<file path="src/rtl/cla_share_arb_if.sv">
// rtl/cla_share_arb_if.sv - request/response channels between two issue ports and the shared adder
interface cla_share_arb_if #(
  parameter int DATA_W = 8,
  parameter int RES_W  = 16
);
  logic              req0_valid;
  logic              req0_ready;
  logic [DATA_W-1:0] req0_a;
  logic [DATA_W-1:0] req0_b;
  logic              req0_sub;
  logic              req1_valid;
  logic              req1_ready;
  logic [DATA_W-1:0] req1_a;
  logic [DATA_W-1:0] req1_b;
  logic              req1_sub;
  logic              rsp0_valid;
  logic              rsp0_ready;
  logic [RES_W-1:0]  rsp0_sum;
  logic              rsp1_valid;
  logic              rsp1_ready;
  logic [RES_W-1:0]  rsp1_sum;

  modport master (
    output req0_valid, req0_a, req0_b, req0_sub,
    output req1_valid, req1_a, req1_b, req1_sub,
    input  req0_ready, req1_ready,
    output rsp0_ready, rsp1_ready,
    input  rsp0_valid, rsp0_sum, rsp1_valid, rsp1_sum
  );

  modport slave (
    input  req0_valid, req0_a, req0_b, req0_sub,
    input  req1_valid, req1_a, req1_b, req1_sub,
    output req0_ready, req1_ready,
    input  rsp0_ready, rsp1_ready,
    output rsp0_valid, rsp0_sum, rsp1_valid, rsp1_sum
  );
endinterface

</file>
<file path="src/rtl/cla_share_arb.sv">
// rtl/cla_share_arb.sv - round-robin share of one carry-lookahead adder between two requesters
module cla_share_arb #(
  parameter int DATA_W = 8,
  parameter int RES_W  = 16
) (
  input  logic             clk,
  input  logic             rst,
  cla_share_arb_if.slave   bus,
  output logic             busy
);
  localparam int LVLS = $clog2(RES_W);

  typedef enum logic [1:0] {IDLE, EXEC, RESP} state_t;

  state_t            state_q, state_d;
  logic              prio_q, prio_d;
  logic              owner_q, owner_d;
  logic [DATA_W-1:0] a_q, a_d;
  logic [DATA_W-1:0] b_q, b_d;
  logic              sub_q, sub_d;
  logic [RES_W-1:0]  sum_q, sum_d;

  logic              grant0, grant1;
  logic [RES_W-1:0]  ext_a, ext_b, gen, prop, carry, cla_sum;
  logic [RES_W-1:0]  g_lvl [LVLS+1];
  logic [RES_W-1:0]  p_lvl [LVLS+1];

  // Parallel-prefix carry network; cin folds into bit 0 generate so subtract is ~B + 1.
  always_comb begin
    ext_a = {{(RES_W-DATA_W){a_q[DATA_W-1]}}, a_q};
    ext_b = {{(RES_W-DATA_W){b_q[DATA_W-1]}}, b_q} ^ {RES_W{sub_q}};
    gen   = ext_a & ext_b;
    prop  = ext_a ^ ext_b;
    g_lvl[0]    = gen;
    g_lvl[0][0] = gen[0] | (prop[0] & sub_q);
    p_lvl[0]    = prop;
    for (int l = 0; l < LVLS; l++) begin
      g_lvl[l+1] = g_lvl[l];
      p_lvl[l+1] = p_lvl[l];
      for (int i = (1 << l); i < RES_W; i++) begin
        g_lvl[l+1][i] = g_lvl[l][i] | (p_lvl[l][i] & g_lvl[l][i-(1<<l)]);
        p_lvl[l+1][i] = p_lvl[l][i] & p_lvl[l][i-(1<<l)];
      end
    end
    carry   = {g_lvl[LVLS][RES_W-2:0], sub_q};
    cla_sum = prop ^ carry;
  end

  assign grant0 = bus.req0_valid & (~bus.req1_valid | ~prio_q);
  assign grant1 = bus.req1_valid & (~bus.req0_valid |  prio_q);

  assign bus.req0_ready = (state_q == IDLE) & grant0 & ~rst;
  assign bus.req1_ready = (state_q == IDLE) & grant1 & ~rst;
  assign bus.rsp0_valid = (state_q == RESP) & ~owner_q & ~rst;
  assign bus.rsp1_valid = (state_q == RESP) &  owner_q & ~rst;
  assign bus.rsp0_sum   = sum_q;
  assign bus.rsp1_sum   = sum_q;
  assign busy           = (state_q != IDLE) & ~rst;

  always_comb begin
    state_d = state_q;
    prio_d  = prio_q;
    owner_d = owner_q;
    a_d     = a_q;
    b_d     = b_q;
    sub_d   = sub_q;
    sum_d   = sum_q;
    case (state_q)
      IDLE: begin
        if (grant0) begin
          owner_d = 1'b0;
          a_d     = bus.req0_a;
          b_d     = bus.req0_b;
          sub_d   = bus.req0_sub;
          state_d = EXEC;
        end else if (grant1) begin
          owner_d = 1'b1;
          a_d     = bus.req1_a;
          b_d     = bus.req1_b;
          sub_d   = bus.req1_sub;
          state_d = EXEC;
        end
      end
      EXEC: begin
        sum_d   = cla_sum;
        state_d = RESP;
      end
      RESP: begin
        if (owner_q ? bus.rsp1_ready : bus.rsp0_ready) begin
          prio_d  = ~owner_q;
          state_d = IDLE;
        end
      end
      default: state_d = IDLE;
    endcase
  end

  always_ff @(posedge clk) begin
    if (rst) begin
      state_q <= IDLE;
      prio_q  <= 1'b0;
      owner_q <= 1'b0;
      a_q     <= '0;
      b_q     <= '0;
      sub_q   <= 1'b0;
      sum_q   <= '0;
    end else begin
      state_q <= state_d;
      prio_q  <= prio_d;
      owner_q <= owner_d;
      a_q     <= a_d;
      b_q     <= b_d;
      sub_q   <= sub_d;
      sum_q   <= sum_d;
    end
  end
endmodule
</file>
<file path="src/flat_wrapper.sv">
// flat-port wrapper written by rule: the top's interface ports become plain ports
module cla_share_arb_flat 
#(
  parameter int DATA_W = 8,
  parameter int RES_W  = 16
)
  (clk, rst, busy, bus_req0_valid, bus_req0_a, bus_req0_b, bus_req0_sub, bus_req1_valid, bus_req1_a, bus_req1_b, bus_req1_sub, bus_req0_ready, bus_req1_ready, bus_rsp0_ready, bus_rsp1_ready, bus_rsp0_valid, bus_rsp0_sum, bus_rsp1_valid, bus_rsp1_sum);
  cla_share_arb_if #(.DATA_W(DATA_W), .RES_W(RES_W)) bus_i ();
  input  logic clk;
  input  logic rst;
  output logic busy;
  input wire logic [$bits(bus_i.req0_valid)-1:0] bus_req0_valid;
  input wire logic [$bits(bus_i.req0_a)-1:0] bus_req0_a;
  input wire logic [$bits(bus_i.req0_b)-1:0] bus_req0_b;
  input wire logic [$bits(bus_i.req0_sub)-1:0] bus_req0_sub;
  input wire logic [$bits(bus_i.req1_valid)-1:0] bus_req1_valid;
  input wire logic [$bits(bus_i.req1_a)-1:0] bus_req1_a;
  input wire logic [$bits(bus_i.req1_b)-1:0] bus_req1_b;
  input wire logic [$bits(bus_i.req1_sub)-1:0] bus_req1_sub;
  output wire logic [$bits(bus_i.req0_ready)-1:0] bus_req0_ready;
  output wire logic [$bits(bus_i.req1_ready)-1:0] bus_req1_ready;
  input wire logic [$bits(bus_i.rsp0_ready)-1:0] bus_rsp0_ready;
  input wire logic [$bits(bus_i.rsp1_ready)-1:0] bus_rsp1_ready;
  output wire logic [$bits(bus_i.rsp0_valid)-1:0] bus_rsp0_valid;
  output wire logic [$bits(bus_i.rsp0_sum)-1:0] bus_rsp0_sum;
  output wire logic [$bits(bus_i.rsp1_valid)-1:0] bus_rsp1_valid;
  output wire logic [$bits(bus_i.rsp1_sum)-1:0] bus_rsp1_sum;
  assign bus_i.req0_valid = bus_req0_valid;
  assign bus_i.req0_a = bus_req0_a;
  assign bus_i.req0_b = bus_req0_b;
  assign bus_i.req0_sub = bus_req0_sub;
  assign bus_i.req1_valid = bus_req1_valid;
  assign bus_i.req1_a = bus_req1_a;
  assign bus_i.req1_b = bus_req1_b;
  assign bus_i.req1_sub = bus_req1_sub;
  assign bus_req0_ready = bus_i.req0_ready;
  assign bus_req1_ready = bus_i.req1_ready;
  assign bus_i.rsp0_ready = bus_rsp0_ready;
  assign bus_i.rsp1_ready = bus_rsp1_ready;
  assign bus_rsp0_valid = bus_i.rsp0_valid;
  assign bus_rsp0_sum = bus_i.rsp0_sum;
  assign bus_rsp1_valid = bus_i.rsp1_valid;
  assign bus_rsp1_sum = bus_i.rsp1_sum;
  cla_share_arb #(.DATA_W(DATA_W), .RES_W(RES_W)) u_core (.clk(clk), .rst(rst), .bus(bus_i), .busy(busy));
endmodule
</file>
<file path="config.mk">
export PLATFORM = sky130hd
export DESIGN_NAME = cla_share_arb_flat
export DESIGN_NICKNAME = d
export VERILOG_FILES = /design/src/rtl/cla_share_arb_if.sv /design/src/rtl/cla_share_arb.sv /design/src/flat_wrapper.sv
export SDC_FILE = /design/constraint.sdc
export NUM_CORES = 1
export LEC_CHECK = 0
export CAP_MARGIN = 40
export CORE_ASPECT_RATIO = 1.5
export CORE_UTILIZATION = 45
export CTS_CLUSTER_SIZE = 14
export DETAILED_ROUTE_END_ITERATION = 8
export PLACE_DENSITY_LB_ADDON = 0.15
export SKIP_LAST_GASP = 1
export SYNTH_ARGS = -nofsm -noshare
export SYNTH_HDL_FRONTEND = slang
export SYNTH_SLANG_ARGS = --single-unit
</file>
<file path="constraint.sdc">
create_clock -name clk -period 3.23 [get_ports clk]
set_clock_uncertainty 0.05 [all_clocks]
set_input_delay 0.646 -clock clk [delete_from_list [all_inputs] [get_ports clk]]
set_output_delay 0.646 -clock clk [all_outputs]
set_load 0.02 [all_outputs]
</file>
# After elaboration in Yosys (flattened, before gate mapping)
# Index checks and enable logic that the tools add are counted.
totals:
  regBits: 37
  output_inout_bits: 37
  inputBits: 40
op_classes:
  reduce_logical: 6
  bitwise_logic: 145
  mux: 13
  eq_ne: 4
op_table:
  columns: ["operator", "n"]
  rows:
  - ["$and A1 B1 Y1", 88]
  - ["$or A1 B1 Y1", 48]
  - ["$xor A16 B16 Y16", 3]
  - ["$mux W8", 4]
  - ["$and A15 B15 Y15", 1]
  - ["$mux W2", 3]
  - ["$pmux W2 S3", 1]
  - ["$reduce_and A2 Y1", 3]
  - ["$mux W1", 5]
  - ["$not A1 Y1", 5]
  - ["$reduce_bool A2 Y1", 2]
  - ["$ne A3 B1 Y1 const B", 1]
  - ["$eq A2 B1 Y1 const B", 1]
  - ["$eq A2 B2 Y1 const B", 1]
  - ["$logic_not A2 Y1", 1]
  - ["$ne A2 B2 Y1 const B", 1]

# Longest topological paths before layout
logic_depth:
  depth_word: 11
  depth_mapped: 10
  depth_no_buf: 9

# Worst setup path before layout
# OpenSTA, ideal clock, no wires.
synth_path:
  path_type: "reg2reg"
  start: "reg u_core.sub_q"
  end: "reg u_core.sum_q[7], in the netlist u_core.bus.rsp0_sum[7]"
  setup_time_ns: 0.086
  period_less_slack_ns: 2.353
  t_arrival_ns: 2.217
  stages_incl_launch_ff: 10
  required_time_ns: 3.094
  slack_ns: 0.877
  path_buffers: 1
  cell_sequence: "dfxtp_1 buf_6 xor2_1 ha_1 a21oi_1 o221ai_2 a21o_1 a21oi_1 fa_1 a211oi_1"
synth_via:
  elab_chain_cells: 9
synth_lines:
  columns: ["item", "line_no", "source"]
  rows:
  - ["from (decl)", "cla_share_arb.sv:20", "logic sub_q, sub_d;"]
  - ["from (signal assigned)", "cla_share_arb.sv:113", "sub_q <= sub_d;"]
  - ["$xor A16 B16 Y16", "cla_share_arb.sv:31", "ext_b = {{(RES_W-DATA_W){b_q[DATA_W-1]}}, b_q} ^ {RES_W{sub_q}};"]
  - ["$xor A16 B16 Y16", "cla_share_arb.sv:33", "prop = ext_a ^ ext_b;"]
  - ["$and A1 B1 Y1", "cla_share_arb.sv:35", "g_lvl[0][0] = gen[0] | (prop[0] & sub_q);"]
  - ["$or A1 B1 Y1", "cla_share_arb.sv:35", null]
  - ["$and A1 B1 Y1", "cla_share_arb.sv:41", "g_lvl[l+1][i] = g_lvl[l][i] | (p_lvl[l][i] & g_lvl[l][i-(1<<l)]);"]
  - ["$or A1 B1 Y1", "cla_share_arb.sv:41", null]
  - ["$and A1 B1 Y1", "cla_share_arb.sv:41", null]
  - ["$or A1 B1 Y1", "cla_share_arb.sv:41", null]
  - ["$xor A16 B16 Y16 *", "cla_share_arb.sv:46", "cla_sum = prop ^ carry;"]
  - ["to (signal assigned)", "cla_share_arb.sv:114", "sum_q <= sum_d;"]
  - ["to (decl)", "cla_share_arb.sv:21", "logic [RES_W-1:0] sum_q, sum_d;"]
# Every way passes the cells marked *; elsewhere a longest branch is shown, timed or not.
# A chain may end at the register's enable or synchronous reset.

# Final worst setup path
layout_path:
  start: "in rst"
  end: "out bus_req1_ready"
layout_via:
  elab_chain_cells: 2
layout_lines:
  columns: ["item", "line_no", "source"]
  rows:
  - ["from (decl)", "flat_wrapper.sv:10", "input logic rst;"]
  - ["$not A1 Y1", "cla_share_arb.sv:53", "assign bus.req1_ready = (state_q == IDLE) & grant1 & ~rst;"]
  - ["$and A1 B1 Y1", "cla_share_arb.sv:53", null]
  - ["to (decl)", "flat_wrapper.sv:21", "output wire logic [$bits(bus_i.req1_ready)-1:0] bus_req1_ready;"]
# No other way between the ends.

==> impl_metrics.env <==
export IMPL_io_pins=77
export IMPL_hp_class="register to register"
export IMPL_grt_pass1_vias=1681
export IMPL_row_count=30
export IMPL_drtAntennaViolNets=0
export IMPL_cap_viol_max_count=0
export IMPL_yosysWarnings=0
export IMPL_num_vias=1837
export IMPL_final_hold_violation_count=0
export IMPL_grt_setup_unrepaired="false"
export IMPL_fin_cells=356
export IMPL_ys_seq_elements=37
export IMPL_slowest_delay_ns=0.61
export IMPL_syn_nets=283
export IMPL_crit_chain="clkdlybuf4s50_1 > inv_1 > o2111a_1 > clkdlybuf4s50_1"
export IMPL_num_fill_cells=444
export IMPL_hold_path_depth=2
export IMPL_first_pass_iters=4
export IMPL_power_leakage_nw=1.181
export IMPL_ys_seq_area_share_pct=33.73
export IMPL_design_area_um2=2934
export IMPL_cts_tree="yes"
export IMPL_die_h_um=87.56
export IMPL_cts_resized=0
export IMPL_synth_cells=233
export IMPL_crit_buf_inv=3
export IMPL_worst_path_max_delay_cell="clkdlybuf4s50_1"
export IMPL_netlist_top_cell_by_area="dfxtp_1"
export IMPL_cts_clk_slew_worst_paths_ns=0.06
export IMPL_antenna_cells=0
export IMPL_port_buffers=76
export IMPL_grt_max_degree=36
export IMPL_syn_avg_cell_area_um2=9.424
export IMPL_slew_headroom_pct=69.61
export IMPL_synth_edf_count=0
export IMPL_maxSlewViolCount=0
export IMPL_drc_errors=0
export IMPL_drt_initial_drc_count=32
export IMPL_cts_setup_buffers=0
export IMPL_path_max_fanout=7
export IMPL_outcome="finished clean"
export IMPL_fin_crit_sh_pct=88.95
export IMPL_totalWireLength_mm=4.230
export IMPL_crit_type="input port to output pin"
export IMPL_crit_family="buffers and inverters"
export IMPL_layout_nets=342
export IMPL_area_growth_pct=33.62
export IMPL_fp_dieW_um=59.04
export IMPL_max_freq_mhz=348.0
export IMPL_numCtsBuffers=5
export IMPL_hold_start="u_core.bus.rsp0_sum[1]"
export IMPL_ys_types=48
export IMPL_worst_pin_slew_ns=0.4553
export IMPL_grt_overflow=0
export IMPL_ctsHtreeMaxLevel=2
export IMPL_worstPathArrival_ns=2.18
export IMPL_die_area_um2=5169
export IMPL_antenna_found_initial=0
export IMPL_worstHoldEndpoint="u_core.bus.rsp0_sum[1]"
export IMPL_yosys_top_cells_area="dfxtp_1, mux2i_1, a211oi_2, buf_4, nor2_1"
export IMPL_crit_path_start_kind="input port"
export IMPL_post_drt_wl_per_cell_um=11.88
export IMPL_yosys_most_used_dff="dfxtp_1"
export IMPL_via_per_inst=5.160
export IMPL_worst_slack_ns=0.3568
export IMPL_clockBufferDepth=2
export IMPL_async_flop_share_pct=0
export IMPL_r2r_cells=8
export IMPL_setup_violations=0
export IMPL_dp_cells=349
export IMPL_drive_above_1_share_pct=10.27
export IMPL_hold_buffers=0
export IMPL_irDropWorstVdd_mv=0.2331
export IMPL_syn_area_um2=2196
export IMPL_r2r_slack_ns=0.52
export IMPL_start_util_pct=47.56
export IMPL_synth_common_cells="dfxtp_1, nor2_1, mux2i_1, buf_4, nand2_1"
export IMPL_grt_pass1_wl_mm=7.258
export IMPL_synth_most_common_cell="dfxtp_1"
export IMPL_powerDensity_nw_per_um2=523.9
export IMPL_holdWs_ns=0.4209
export IMPL_placed_cell_area_um2=2848
export IMPL_pre_cts_ws_ns=0.3545
export IMPL_final_min_clock_period_ns=2.873
export IMPL_synth_top_area_share_pct=33.73
export IMPL_hpwl_mm=3.278
export IMPL_cp_end_kind="output pin"
export IMPL_r2r_end="u_core.bus.rsp0_sum[7]"
export IMPL_reg2reg_from="u_core.sub_q"
export IMPL_root_buffer="clkbuf_8"
export IMPL_clock_latency_ns=0.28
export IMPL_required_ns=2.53
export IMPL_crit_path_frequent_cell="clkdlybuf4s50_1"
export IMPL_core_um2=4617
export IMPL_grt_usage_pct=18.14
export IMPL_fin_setup_tns_ns=0
export IMPL_gp_congestion=0.8698
export IMPL_cts_sinks=37
[layout by cell type (no fill, tap or decap), types with 2 or more instances in the layout]
cell | synthesis | layout
a211oi_1 | 8 | 8
a211oi_2 | 12 | 12
a21o_1 | 3 | 3
a21oi_1 | 13 | 13
and3_1 | 3 | 3
and4_1 | 2 | 2
buf_4 | 18 | 6
clkbuf_8 | 0 | 6
clkdlybuf4s50_1 | 0 | 76
dfxtp_1 | 37 | 37
fa_1 | 2 | 2
ha_1 | 8 | 8
inv_1 | 4 | 4
mux2i_1 | 19 | 19
nand2_1 | 14 | 14
nand3_1 | 5 | 5
nand4_1 | 2 | 2
nor2_1 | 28 | 28
nor2b_1 | 3 | 3
o21a_1 | 4 | 4
o21ai_1 | 3 | 3
or4_1 | 2 | 2
xnor2_1 | 2 | 2
xor2_1 | 7 | 7
[how the worst max path moves through the flow]
stage,from,end,slack (ns),cells after the start
5_1_grt,u_core.sub_q,u_core.bus.rsp0_sum[7],0.25,8
2_1_floorplan,u_core.sub_q,u_core.bus.rsp0_sum[7],0.88,9
3_5_place_dp,rst,bus_req1_ready,0.35,4
6_report,rst,bus_req1_ready,0.36,4
4_1_cts,rst,bus_req1_ready,0.35,4
3_3_place_gp,rst,bus_req1_ready,0.39,4
[where the power goes]
part	internal (mW)	switching (mW)	leakage, nW
Sequential	0.524	0.0539	0.306
Clock	0.169	0.146	0.0443
Combinational	0.312	0.332	0.831
[cells by family after synthesis]
kind of cell / Yosys count / synth area share [%]
flops: 37 / 33.73
xor+xnor: 9 / 3.590
fa+ha+maj: 10 / 6.382
buf+inv: 34 / 11.34
compound gates: 56 / 20.91
mux: 20 / 9.287
simple gates: 67 / 14.76
[routing by layer]
layer,vias to the layer above,wire (um),track usage (%)
met3,6,207,4.284
met5,-,0,0
li1,937,-,-
met4,0,61,6.710
met1,830,1797,20.81
met2,64,2163,32.13
[registers in the layout, summed over array words and instances (netlist names)]
register             flops
u_core.sub_q             1
u_core.a_q               8
u_core.state_q           2
u_core.prio_q            1
u_core.bus.rsp0_sum     16
u_core.b_q               8
u_core.owner_q           1
[metrics by stage]
| stage | total power [mW] | util, % |
|---|---|---|
| floorplan | 1.048 | - |
| global placement | 1.223 | 61.68 |
| detailed placement | 1.235 | 61.68 |
| CTS | 1.554 | 63.55 |
| global route | 1.641 | 63.55 |
| finish | 1.537 | 63.55 |
[final cells by class]
type                    count  area, um2  share of cell area, %
clock buffers               7      86.33                  2.942
multi-input cells         162       1206                  41.11
well taps                  64      80.08                  2.729
flip-flops and latches     37      740.7                  25.25
inverters                   4      15.01                 0.5117
repair buffers             82      805.8                  27.46
[worst min-delay path, delay by kind of cell, from the launching register on]
kind,cells,cell delay (ns)
AOI/OAI and AO/OA,1,0.05
DFF,1,0.32
and+or+nand+nor,1,0.05
Power figures use the tool's default switching activity.
==> RTL edit 1, RTL diff (config.mk and constraints unchanged) <==
Take the reset off `sum_q` and load it in a clocked block of its own.
--- a/src/rtl/cla_share_arb.sv
+++ b/src/rtl/cla_share_arb.sv
@@ -103,7 +103,6 @@
       a_q     <= '0;
       b_q     <= '0;
       sub_q   <= 1'b0;
-      sum_q   <= '0;
     end else begin
       state_q <= state_d;
       prio_q  <= prio_d;
@@ -111,7 +110,10 @@
       a_q     <= a_d;
       b_q     <= b_d;
       sub_q   <= sub_d;
-      sum_q   <= sum_d;
     end
   end
+
+  always_ff @(posedge clk) begin
+    sum_q <= sum_d;
+  end
 endmodule
Check against the original RTL: differs if rst is asserted again (counterexample within 4 cycles, from zero or initial values and one cycle with rst high); with rst held inactive, the same outputs for 10 cycles.
==> RTL edit 1 against the unedited design <==
Setup slack better by 0.10 ns; non-clock buffer count is 2 lower; synthesized area down 1.8%; routed wire length shrank 12%; cell count shrank 8.7%; maximum frequency grew 3.7%; core utilization increased by 0.11 points; final area fell by 0.64%; sequential share of layout area grew 5.7 points; sequential cell count stayed put; critical path depth rose by 1; power up 1.9%; critical endpoint is now bus_req0_ready; largest cell class unchanged; largest power group unchanged.
==> RTL edit 1: results (changes against the unedited design) <==
stage;metric;value;unit;change
route;wl_met2;1960;um;-9.5%
synth;ys_seq_area_frac;0.418;;+0.0806
placed_design;post-dp-hpwl;2870;um;-12%
pwr;leakage;0.00115;uW;-2.8%
route;vias;1620;;-12%
synth;synth.distinct_cells;39;;-19%
setup_path;reg2reg_to;u_core.bus.rsp0_sum[7];;
route;wl_met3;194;um;-6.3%
placed_design;place_ws;0.449;ns;+0.0942 ns
cells_and_area;layout.cells.non_filler;325;;-8.7%
sta;fin_ws;0.460;ns;+0.104 ns
synth;synth_fa_ha_area_frac;0.0650;;+0.00119
global_route;antenna_found_initial;0;;unchanged
synth;synthTopCellsByArea;edfxtp_1, dfxtp_1, mux2i_1;;
synth;ys_warn_count;0;;unchanged
placed_design;post-place-cells;317;;-9.2%
route;drt-initial-drc-count;12;;-63%
synth;syn_inst;198;;-15%
sta;whs;0.462;ns;+0.0408 ns
setup_path;crit_arrival;2.07;ns;-0.11 ns
hold_path;whs_endpoint;u_core.b_q[7];;
synth;synth_compound_area_frac;0.182;;-0.0269
placed_design;gp_congestion;0.834;;-4.1%
route;wl_met1;1490;um;-17%
pwr;pwr-share-seq;0.402;;+0.026
cells_and_area;nets;310;;-9.4%
sta;relSlewSlack;0.693;;-0.00307
synth;synth_edf_count;16;;+16
cells_and_area;drive_gt1_frac;0.107;;+0.00454
setup_path;worst-path-max-fanout;2;;-5
outcome;status;completed;;
setup_path;regToRegSetupSlack;0.69;ns;+0.17 ns
setup_path;endpoint;bus_req0_ready;;
pwr;p_int;1040;uW;+3.6%
setup_path;startpoint;bus_req0_valid;;
pwr;ir_worst_vdd;0.224;mV;-3.7%
pwr;p_sw_frac;0.335;;-0.0108
synth;synth_common_cells;nor2_1, dfxtp_1, buf_4;;
global_route;grt.total_usage;0.162;;-0.0196
global_route;grt_pass1_vias;1512;;-10%
clocking;ctsResizeCount;0;;unchanged
synth;synth-xor-area-share;0.0447;;+0.00879
route;totalWireLength;3700;um;-12%
global_route;grt_first_pass_wirelength;6310;um;-13%
clocking;ctsHtreeMaxLevel;2;;unchanged
setup_path;worstRegToRegCells;7;;-1
placed_design;place_area;0.00283;mm^2;-0.48%
synth;synthMuxAreaShare;0.0905;;-0.00234
hold_path;min-delay-start;u_core.b_q[7];;
## RTL edit 1: cell count changes after synthesis, moves of 4 or more
cell and delta:
nand3_1 -4, nand2_1 -8, dfxtp_1 -16, buf_2 -5
edfxtp_1 +16, o31ai_1 +7
## RTL edit 1: layer usage
| layer | global-route usage | vias to the layer above |
|---|---|---|
| met3 | 0.0388 | 6 |
| met4 | 0.0649 | 0 |
| met1 | 0.164 | 737 |
| met5 | 0 | - |
| met2 | 0.308 | 60 |
| li1 | - | 817 |
## RTL edit 1: layout make-up
cell class	count	area, um^2
Multi-Input combinational cell	131	1040
Timing Repair Buffer	80	791
Clock inverter	3	12.5
Fill cell	422	1660
Tap cell	64	80.1
Clock buffer	5	68.8
Sequential cell	37	901
Inverter	5	18.8
## RTL edit 1: worst max-delay path: cells and delay by family
kind,cells,cell delay (ns)
and+or+nand+nor,1,0.17
buffers and inverters,3,1.15
AOI/OAI and AO/OA,1,0.11
==> RTL edit 2, RTL diff (config.mk and constraints unchanged) <==
Without the edit above. `DATA_W` is set to 8 in 3 places; all go to 9.
--- a/src/rtl/cla_share_arb_if.sv
+++ b/src/rtl/cla_share_arb_if.sv
@@ -1,6 +1,6 @@
 // rtl/cla_share_arb_if.sv - request/response channels between two issue ports and the shared adder
 interface cla_share_arb_if #(
-  parameter int DATA_W = 8,
+  parameter int DATA_W = 9,
   parameter int RES_W  = 16
 );
   logic              req0_valid;
--- a/src/rtl/cla_share_arb.sv
+++ b/src/rtl/cla_share_arb.sv
@@ -1,6 +1,6 @@
 // rtl/cla_share_arb.sv - round-robin share of one carry-lookahead adder between two requesters
 module cla_share_arb #(
-  parameter int DATA_W = 8,
+  parameter int DATA_W = 9,
   parameter int RES_W  = 16
 ) (
   input  logic             clk,
--- a/src/flat_wrapper.sv
+++ b/src/flat_wrapper.sv
@@ -1,7 +1,7 @@
 // flat-port wrapper written by rule: the top's interface ports become plain ports
 module cla_share_arb_flat 
 #(
-  parameter int DATA_W = 8,
+  parameter int DATA_W = 9,
   parameter int RES_W  = 16
 )
   (clk, rst, busy, bus_req0_valid, bus_req0_a, bus_req0_b, bus_req0_sub, bus_req1_valid, bus_req1_a, bus_req1_b, bus_req1_sub, bus_req0_ready, bus_req1_ready, bus_rsp0_ready, bus_rsp1_ready, bus_rsp0_valid, bus_rsp0_sum, bus_rsp1_valid, bus_rsp1_sum);
Ports: changed (resized bus_req0_a, bus_req0_b, bus_req1_a and bus_req1_b); port bits go from 77 to 81. No check against the original RTL was run, so the function may have changed too.
==> RTL edit 2 against the unedited design <==
Via count rose by 12%; sequential cell count rose by 2; routed wire length rose by 14%; setup slack improved by 0.10 ns; power rose by 6.6%; final area rose by 7.0%; critical path depth did not move; synthesized area rose by 5.9%; largest power group unchanged; highest routed layer unchanged.
==> RTL edit 2: results (changes against the unedited design) <==
stage;metric;value;unit;change
pwr;pwr-share-seq;0.364;;-0.012
placed_design;place_area;0.00304;mm^2;+6.8%
hold_path;min-delay-start;u_core.bus.rsp0_sum[4];;
setup_path;cpPeakStageDelay;0.62;ns;
placed_design;post-dp-hpwl;3740;um;+14%
synth;synthTopCellsByArea;dfxtp_1, mux2i_1, a211oi_1;;
pwr;p_int;1060;uW;+5.5%
cells_and_area;drive_gt1_frac;0.0638;;-0.0389
clocking;cts_setup_buffers;0;;unchanged
cells_and_area;nets;383;;+12%
setup_path;worstRegToRegCells;7;;-1
setup_path;crit_arrival;2.08;ns;-0.10 ns
cells_and_area;antenna_cells;0;;unchanged
global_route;met3_usage;0.0460;;+0.00321
clocking;ctsResizeCount;0;;unchanged
synth;synth_common_cells;dfxtp_1, nor2_1, a211oi_1, a21oi_1, mux2i_1;;
route;drt-initial-drc-count;65;;+100%
global_route;grt_first_pass_wirelength;8320;um;+15%
route;wl_per_cell;12.2;um;+2.5%
setup_path;regToRegSetupSlack;0.80;ns;+0.28 ns
setup_path;cpMaxStageDelayCell;clkdlybuf4s50_1;;
route;vias_per_cell;5.19;;+0.63%
route;wl_met3;226;um;+9.2%
placed_design;port_buffers;80;;+5.3%
pwr;ir_worst_vdd;0.303;mV;+30%
hold_path;hold_path.class;flop to flop;;
global_route;antenna_found_initial;0;;unchanged
outcome;status;completed;;
route;drc;0;;unchanged
setup_path;crit_family;buffers and inverters;;
global_route;grt_start_max_net_pins;40;;+11%
synth;synth_edf_count;0;;unchanged
cells_and_area;largest_reg_flops;16;;unchanged
route;wl_met1;2020;um;+13%
synth;synth.net_count;322;;+14%
placed_design;place_ws;0.458;ns;+0.104 ns
synth;synth_async_sr_flop_share;0;;unchanged
pwr;power_density;522;mW/mm^2;-0.41%
route;top_layer;met4;;
setup_path;reg2reg_to;u_core.bus.rsp0_sum[8];;
sta;relSlewSlack;0.660;;-0.0364
clocking;cts_buffers;5;;unchanged
setup_path;worstReg2RegStart;u_core.sub_q;;
synth;ys_seq_area_frac;0.336;;-0.00166
pwr;leakage;0.00130;uW;+9.6%
global_route;grt.total_usage;0.196;;+0.0149
global_route;grt_pass1_vias;1891;;+12%
pwr;p_comb;680;uW;+5.6%
global_route;grt_use_met2;0.332;;+0.0102
synth;synth.distinct_cells;41;;-15%
clocking;ctsHtreeMaxLevel;2;;unchanged
placed_design;gp_congestion;0.796;;-8.5%
clocking;root_buffer;clkbuf_8;;
clocking;cts_buffer_depth;2;;unchanged
synth;ys_warn_count;0;;unchanged
hold_path;whs_endpoint;u_core.bus.rsp0_sum[4];;
route;wl_met2;2460;um;+14%
global_route;met1_usage;0.225;;+0.0166
clocking;clk_latency;0.29;ns;
[RTL edit 2: cell count changes after synthesis, moves of 3 or more]
cell | unedited run | this run
a211oi_1 | 8 | 21
a211oi_2 | 12 | 0
o21ai_0 | 1 | 10
a21oi_1 | 13 | 21
buf_2 | 6 | 9
buf_6 | 4 | 1
nor2_1 | 28 | 31
xnor2_1 | 2 | 5
[RTL edit 2: cell type report]
class                   instances  area, um^2
repair buffers                 86         846
fillers                       460        1750
well taps                      66        82.6
clock buffers                   8         100
inverters                       6        22.5
flip-flops and latches         39         781
multi-input cells             190        1310
[RTL edit 2: cells by family after synthesis]
| group | after synthesis | synth area share |
|---|---|---|
| AOI/OAI and AO/OA | 70 | 0.204 |
| xor gates and xnor gates | 14 | 0.0527 |
| adders and majority gates | 11 | 0.0624 |
| buffers and inverters | 38 | 0.102 |
| DFF | 39 | 0.336 |
| muxes | 22 | 0.0963 |
| and+or+nand+nor | 73 | 0.147 |
[RTL edit 2: worst min-delay path: stages (launching register included)]
cell and delay [ns]:
dfxtp_1 0.32, nand2_1 0.06, a21oi_1 0.05
[RTL edit 2: worst max path at each step]
| stage | start | endpoint | slack [ns] | cells after the start |
|---|---|---|---|---|
| after floorplan | rst | bus_rsp0_valid | 1.02 | 3 |
| after global routing | rst | bus_req1_ready | 0.40 | 4 |
| after detailed placement | rst | bus_rsp0_valid | 0.46 | 4 |
| after CTS | rst | bus_rsp0_valid | 0.46 | 4 |
| after global placement | rst | bus_rsp0_valid | 0.46 | 4 |
| final | rst | bus_rsp0_valid | 0.46 | 4 |
[RTL edit 2: metrics by stage]
step | hold slack, ns | std cells
finish | 0.419 | 395
floorplan | 0.432 | 267
CTS | 0.423 | 395
global route | 0.443 | 395
global placement | 0.405 | 387
detailed placement | 0.413 | 387
